===== config.mk =====
export PLATFORM = sky130hd
export DESIGN_NAME = pc_sequencer
export DESIGN_NICKNAME = d
export VERILOG_FILES = /design/src/rtl/pc_sequencer.sv
export SDC_FILE = /design/constraint.sdc
export NUM_CORES = 1
export LEC_CHECK = 0
export CORE_AREA = 2 2 39 41
export DETAILED_ROUTE_END_ITERATION = 7
export DIE_AREA = 0 0 41 43
export PLACE_DENSITY = 0.8
export SYNTH_ARGS = -nofsm -noshare
export SYNTH_HDL_FRONTEND = slang
export SYNTH_SLANG_ARGS = --single-unit

===== constraint.sdc =====
create_clock -name clk -period 5.1 [get_ports clk]
set_clock_uncertainty 0.2 [all_clocks]
set_input_delay 1.53 -clock clk [delete_from_list [all_inputs] [get_ports clk]]
set_output_delay 1.53 -clock clk [all_outputs]
set_load 0.02 [all_outputs]

===== src/rtl/pc_sequencer.sv =====
// Purpose : PC-source / PC-write sequencer for the multicycle datapath, with EPC capture and exception-vector fetch.
// Latency : 3 cycles FETCH->FETCH for branch/jump/jr/rte; 3+N for EXEC; exceptions reach FETCH >= 4 cycles after the event.
// Backpr. : stalls in EXEC until exec_done and in EXC_WAIT until exc_ready or the EXC_WAIT_MAX timeout.
//
// Ports:
//   clk, reset            rising-edge clock; asynchronous active-high reset
//   opcode, funct         IR[31:26] / IR[5:0], stable from DECODE onward
//   zero, gt              ALU flags, used combinationally in BRANCH
//   overflow, div_zero    exception sources, sampled in EXEC only
//   exec_done             main control finished the instruction body
//   exc_ready             exception vector valid (honoured in EXC_WAIT only)
//   PC_src                000 ULA_out, 001 ALUOut, 010 jump, 011 exc vector, 100 EPC
//   PC_write, EPC_write   one-cycle load strobes
//   exc_req, exc_cause    vector read request and latched cause (00 inv, 01 ovf, 10 div0)
//   exec_start            one-cycle pulse in the first EXEC cycle
//
// Build option: define PC_SEQ_EXC_EN to include exception states, cause register,
// timeout counter and RTE. Without it, invalid opcodes and RTE return to FETCH and
// overflow/div_zero/exc_ready are ignored.
module pc_sequencer #(
    parameter int EXC_WAIT_MAX = 15
) (
    input  logic       clk,
    input  logic       reset,
    input  logic [5:0] opcode,
    input  logic [5:0] funct,
    input  logic       zero,
    input  logic       gt,
    input  logic       overflow,
    input  logic       div_zero,
    input  logic       exec_done,
    input  logic       exc_ready,
    output logic [2:0] PC_src,
    output logic       PC_write,
    output logic       EPC_write,
    output logic       exc_req,
    output logic [1:0] exc_cause,
    output logic       exec_start
);

    typedef enum logic [3:0] {
        S_FETCH    = 4'd0,
        S_DECODE   = 4'd1,
        S_BRANCH   = 4'd2,
        S_JUMP     = 4'd3,
        S_JR       = 4'd4,
        S_RTE      = 4'd5,
        S_EXEC     = 4'd6,
        S_EXC_EPC  = 4'd7,
        S_EXC_WAIT = 4'd8,
        S_EXC_LOAD = 4'd9
    } state_t;

    localparam logic [2:0] SRC_ULA  = 3'b000;
    localparam logic [2:0] SRC_ALU  = 3'b001;
    localparam logic [2:0] SRC_JMP  = 3'b010;

    localparam logic [5:0] OP_RTYPE = 6'h00;
    localparam logic [5:0] OP_J     = 6'h02;
    localparam logic [5:0] OP_JAL   = 6'h03;
    localparam logic [5:0] OP_BEQ   = 6'h04;
    localparam logic [5:0] OP_BNE   = 6'h05;
    localparam logic [5:0] OP_BLE   = 6'h06;
    localparam logic [5:0] OP_BGT   = 6'h07;
    localparam logic [5:0] FN_JR    = 6'h08;
    localparam logic [5:0] FN_RTE   = 6'h13;

    state_t state_q, state_d;
    logic   exec_first_q, exec_first_d;

    logic is_branch, is_jump, is_jr, is_rte, is_legal, branch_taken;

    always_comb begin
        is_branch = (opcode == OP_BEQ) || (opcode == OP_BNE) ||
                    (opcode == OP_BLE) || (opcode == OP_BGT);
        is_jump   = (opcode == OP_J) || (opcode == OP_JAL);
        is_jr     = (opcode == OP_RTYPE) && (funct == FN_JR);
        is_rte    = (opcode == OP_RTYPE) && (funct == FN_RTE);
        is_legal  = (opcode == OP_RTYPE) || (opcode == 6'h08) || (opcode == 6'h09) ||
                    (opcode == 6'h0F) || ((opcode >= 6'h20) && (opcode <= 6'h2B));
    end

    // Branch condition is evaluated on the live flags; opcode is stable here.
    always_comb begin
        branch_taken = 1'b0;
        case (opcode)
            OP_BEQ:  branch_taken = zero;
            OP_BNE:  branch_taken = !zero;
            OP_BLE:  branch_taken = !gt;
            OP_BGT:  branch_taken = gt;
            default: branch_taken = 1'b0;
        endcase
    end

`ifdef PC_SEQ_EXC_EN
    localparam logic [2:0] SRC_VEC   = 3'b011;
    localparam logic [2:0] SRC_EPC   = 3'b100;
    localparam logic [1:0] CAUSE_INV = 2'b00;
    localparam logic [1:0] CAUSE_OVF = 2'b01;
    localparam logic [1:0] CAUSE_DIV = 2'b10;
    // Counter holds cycles already spent in EXC_WAIT, so the last allowed
    // cycle is the one where it reads EXC_WAIT_MAX-1.
    localparam logic [3:0] WAIT_LAST = 4'(EXC_WAIT_MAX - 1);

    logic [1:0] cause_q, cause_d;
    logic [3:0] cnt_q, cnt_d;
`else
    logic unused_exc_inputs;
    assign unused_exc_inputs = &{1'b0, overflow, div_zero, exc_ready, (EXC_WAIT_MAX != 0)};
`endif

    // Next-state logic
    always_comb begin
        state_d      = state_q;
        exec_first_d = 1'b0;
`ifdef PC_SEQ_EXC_EN
        cause_d      = cause_q;
        cnt_d        = cnt_q;
`endif
        case (state_q)
            S_FETCH:  state_d = S_DECODE;
            S_DECODE: begin
                if (is_branch) begin
                    state_d = S_BRANCH;
                end else if (is_jump) begin
                    state_d = S_JUMP;
                end else if (is_jr) begin
                    state_d = S_JR;
                end else if (is_rte) begin
`ifdef PC_SEQ_EXC_EN
                    state_d = S_RTE;
`else
                    state_d = S_FETCH;
`endif
                end else if (is_legal) begin
                    state_d      = S_EXEC;
                    exec_first_d = 1'b1;
                end else begin
`ifdef PC_SEQ_EXC_EN
                    state_d = S_EXC_EPC;
                    cause_d = CAUSE_INV;
`else
                    state_d = S_FETCH;
`endif
                end
            end
            S_BRANCH, S_JUMP, S_JR, S_RTE: state_d = S_FETCH;
            S_EXEC: begin
`ifdef PC_SEQ_EXC_EN
                if (overflow) begin
                    state_d = S_EXC_EPC;
                    cause_d = CAUSE_OVF;
                end else if (div_zero) begin
                    state_d = S_EXC_EPC;
                    cause_d = CAUSE_DIV;
                end else
`endif
                if (exec_done) begin
                    state_d = S_FETCH;
                end
            end
`ifdef PC_SEQ_EXC_EN
            S_EXC_EPC: begin
                state_d = S_EXC_WAIT;
                cnt_d   = 4'd0;
            end
            S_EXC_WAIT: begin
                if (exc_ready || (cnt_q == WAIT_LAST)) begin
                    state_d = S_EXC_LOAD;
                end else begin
                    cnt_d = cnt_q + 4'd1;
                end
            end
            S_EXC_LOAD: state_d = S_FETCH;
`endif
            default: state_d = S_FETCH;
        endcase
    end

    // Moore outputs, forced idle while reset is asserted so no partial
    // PC/EPC load can escape during an asynchronous reset.
    always_comb begin
        PC_src     = SRC_ULA;
        PC_write   = 1'b0;
        EPC_write  = 1'b0;
        exc_req    = 1'b0;
        exec_start = 1'b0;
        if (!reset) begin
            case (state_q)
                S_FETCH:  PC_write = 1'b1;
                S_BRANCH: begin
                    PC_src   = SRC_ALU;
                    PC_write = branch_taken;
                end
                S_JUMP: begin
                    PC_src   = SRC_JMP;
                    PC_write = 1'b1;
                end
                S_JR:     PC_write = 1'b1;
                S_EXEC:   exec_start = exec_first_q;
`ifdef PC_SEQ_EXC_EN
                S_RTE: begin
                    PC_src   = SRC_EPC;
                    PC_write = 1'b1;
                end
                S_EXC_EPC:  EPC_write = 1'b1;
                S_EXC_WAIT: exc_req = 1'b1;
                S_EXC_LOAD: begin
                    PC_src   = SRC_VEC;
                    PC_write = 1'b1;
                end
`endif
                default: ;
            endcase
        end
    end

`ifdef PC_SEQ_EXC_EN
    assign exc_cause = cause_q;
`else
    assign exc_cause = 2'b00;
`endif

    always_ff @(posedge clk or posedge reset) begin
        if (reset) begin
            state_q      <= S_FETCH;
            exec_first_q <= 1'b0;
        end else begin
            state_q      <= state_d;
            exec_first_q <= exec_first_d;
        end
    end

`ifdef PC_SEQ_EXC_EN
    always_ff @(posedge clk or posedge reset) begin
        if (reset) begin
            cause_q <= 2'b00;
            cnt_q   <= 4'd0;
        end else begin
            cause_q <= cause_d;
            cnt_q   <= cnt_d;
        end
    end
`endif

endmodule


==> flow_metrics.py <==
metrics = {
    "outcome": {
        "status": "completed",
    },
    "logic_synthesis": {
        "ys_types": 27,
        "synth_edf_count": 0,
        "yosys.area_share.adder_pct": 0,
        "synth_compound_area_share_pct": 21.8,
        "muxShareOfSynthArea_pct": 4.83,
        "syn_inst": 46,
        "async_reset_ff_share_pct": 100,
        "ys_warn_count": 0,
        "avgSynthCellArea_um2": 9.00,
        "synth-seq-area-share_pct": 24.2,
        "synth_top_family_by_area": "simple AND/OR/NAND/NOR gates",
        "syn_area_um2": 414,
        "synth_xor_area_share_pct": 2.11,
        "yosys.area_share.simple_pct": 35.3,
        "synth-seq-cells": 4,
        "ys.flop_type": "dfrtp_1",
    },
    "routing": {
        "wirelength_um": 887,
        "ant_nets": 0,
        "firstDrtPassIters": 2,
        "num_vias": 429,
        "first_iter_violations": 4,
        "via_per_inst": 4.82,
        "routedWlPerCell_um": 9.97,
        "drc": 0,
    },
    "place": {
        "placed_area_um2": 649,
        "numPortBuffers": 20,
        "dpl.hpwl_um": 770,
        "gp_congestion": 0.819,
    },
    "global_routing": {
        "antenna_found_initial": 0,
        "grt_pass1_wl_mm": 1.52,
        "globalRouteOverflowTotal": 0,
        "track_usage_pct": 12.4,
        "grt_max_degree": 7,
        "first_global_vias": 415,
    },
    "floorplan": {
        "fp.dieH_um": 43,
        "initial_core_util_pct": 29.9,
        "num_rows": 14,
        "die_w_um": 41,
        "die_area_um2": 1760,
        "coreArea_um2": 1380,
        "ios": 29,
    },
    "setup_path": {
        "crit_chain": "clkdlybuf4s50_1 > or3_1 > nor3_1 > a32o_1 > dlymetal6s2s_1",
        "crit_type": "in -> out",
        "reg2reg_from": "state_q[2]$_DFFE_PP0P_",
        "rr_endpoint": "state_q[2]$_DFFE_PP0P_",
        "r2r_slack_ps": 3300,
        "cp_slowest_cell": "clkdlybuf4s50_1",
        "max_stage_delay_ps": 450,
        "cp_max_fo": 3,
        "worstSetupEndpointType": "output pin",
        "required_ps": 3370,
        "reg2reg_depth": 4,
        "start_kind": "primary input",
        "cp.arrival_ps": 2980,
    },
    "clock_network": {
        "cts_tree": "done",
        "root_buffer": "clkbuf_4",
        "h-tree-depth": 1,
        "worst_skew_pair.late_latency_ps": 240,
        "clk_pin_slew_ps": 40,
        "cts.sinks": 4,
        "clockBufferDepth": 2,
        "post_cts_buffers": 0,
        "cts_made_buffers": 3,
    },
    "layout": {
        "antenna_cells": 0,
        "final_cell_mix": "clkdlybuf4s50_1 (19), conb_1 (5), buf_4 (5), nor3_1 (4), dfrtp_1 (4)",
        "syn_to_final_growth_pct": 62.8,
        "nNetsFinal": 95,
        "drive_above_1_share_pct": 19.2,
        "stdcell_area_um2": 674,
        "layout_commonest_cell": "clkdlybuf4s50_1",
    },
    "sta": {
        "timing.fmax_mhz": 212,
        "hold_viol_final": 0,
        "fin_worst_hold_slack_ps": 319,
        "drv_slew": 0,
        "rsz0062_at_grt": "no",
        "finalSetupViolCount": 0,
        "fin_crit_sh_pct": 92.3,
        "period_minus_slack_ps": 4710,
        "fin_tns_setup_ps": 0,
    },
    "min_path": {
        "hp-class": "reg -> reg",
        "min_to": "state_q[0]$_DFFE_PP0P_",
        "worstHoldStart": "state_q[2]$_DFFE_PP0P_",
        "holdPathStages": 1,
    },
    "power_and_ir_drop": {
        "peakVddDrop_mv": 0.0861,
        "leakage_nw": 0.279,
        "p_per_area_nw_per_um2": 242,
    },
    "flow_run": {
        "cap_viol_max_count": 0,
    },
}
[cell type report]
cell class	instances	area, um2
Sequential cell	4	100
Inverter	2	7.51
Tap cell	16	20.0
Timing Repair Buffer	25	240
Clock buffer	3	22.5
Multi-Input combinational cell	39	284
Fill cell	143	709
[kinds of logic (layout without fill, tap and decap cells)]
logic type,count (synthesis),count (layout)
AOI/OAI and AO/OA,9,9
other,1,5
and+or+nand+nor,22,22
muxes,2,2
DFF,4,4
xor gates and xnor gates,1,1
buffers and inverters,7,30
[per-layer routing]
layer	up-vias	share of wire (%)	track usage [%]
met3	2	4.8	1.57
met2	16	51	20.3
met5	-	0	0
met4	0	2.5	6.00
li1	218	-	-
met1	193	42	15.0
[state kept, by name, indices dropped and copies added, names as in the netlist]
name / cells
exec_first_q: 1
state_q: 3
[critical path: cells and delay by family]
kind / cells / cell delay (ps)
compound gates: 1 / 180
buf+inv: 2 / 670
simple gates: 2 / 600
[timing repair]
item / 4_1_cts / 5_1_grt
hold buffers: 0 / 0
gates resized for setup: 0 / 1
setup endpoints to repair: 0 / 1
[report_power, final]
group          switching [mW]  internal, mW  total, mW
clock                  0.0134        0.0263     0.0397
sequential             0.0120        0.0410     0.0531
combinational          0.0313        0.0393     0.0706
total                  0.0567         0.107      0.163
[cells in the mapped netlist (2+ instances only)]
cell	n	share of area, %
nand2b_1	3	4.5
buf_4	5	9.1
inv_1	2	1.8
nor2_1	2	1.8
nor3_1	4	4.8
or3_1	3	4.5
mux2i_1	2	4.8
or2_2	2	3.0
nand3b_1	2	3.6
dfrtp_1	4	24
[through the flow]
stage	worst slack, ps	std cells	utilization (%)	power, mW
6_report	390	89	48.7	0.163
2_1_floorplan	937	50	-	0.0947
5_1_grt	322	89	48.7	0.175
4_1_cts	16.6	89	48.6	0.167
3_3_place_gp	7.83	86	46.9	0.123
3_5_place_dp	14.6	86	46.9	0.125
[worst max path at each step]
| stage | start | to | depth (start not counted) |
|---|---|---|---|
| 2_1_floorplan | opcode[4] | PC_write | 3 |
| 4_1_cts | opcode[4] | PC_write | 5 |
| 6_report | opcode[4] | PC_write | 5 |
| 5_1_grt | opcode[4] | PC_write | 5 |
| 3_5_place_dp | opcode[4] | PC_write | 5 |
| 3_3_place_gp | opcode[4] | PC_write | 5 |
No activity file was read; power rests on OpenSTA's default activity.
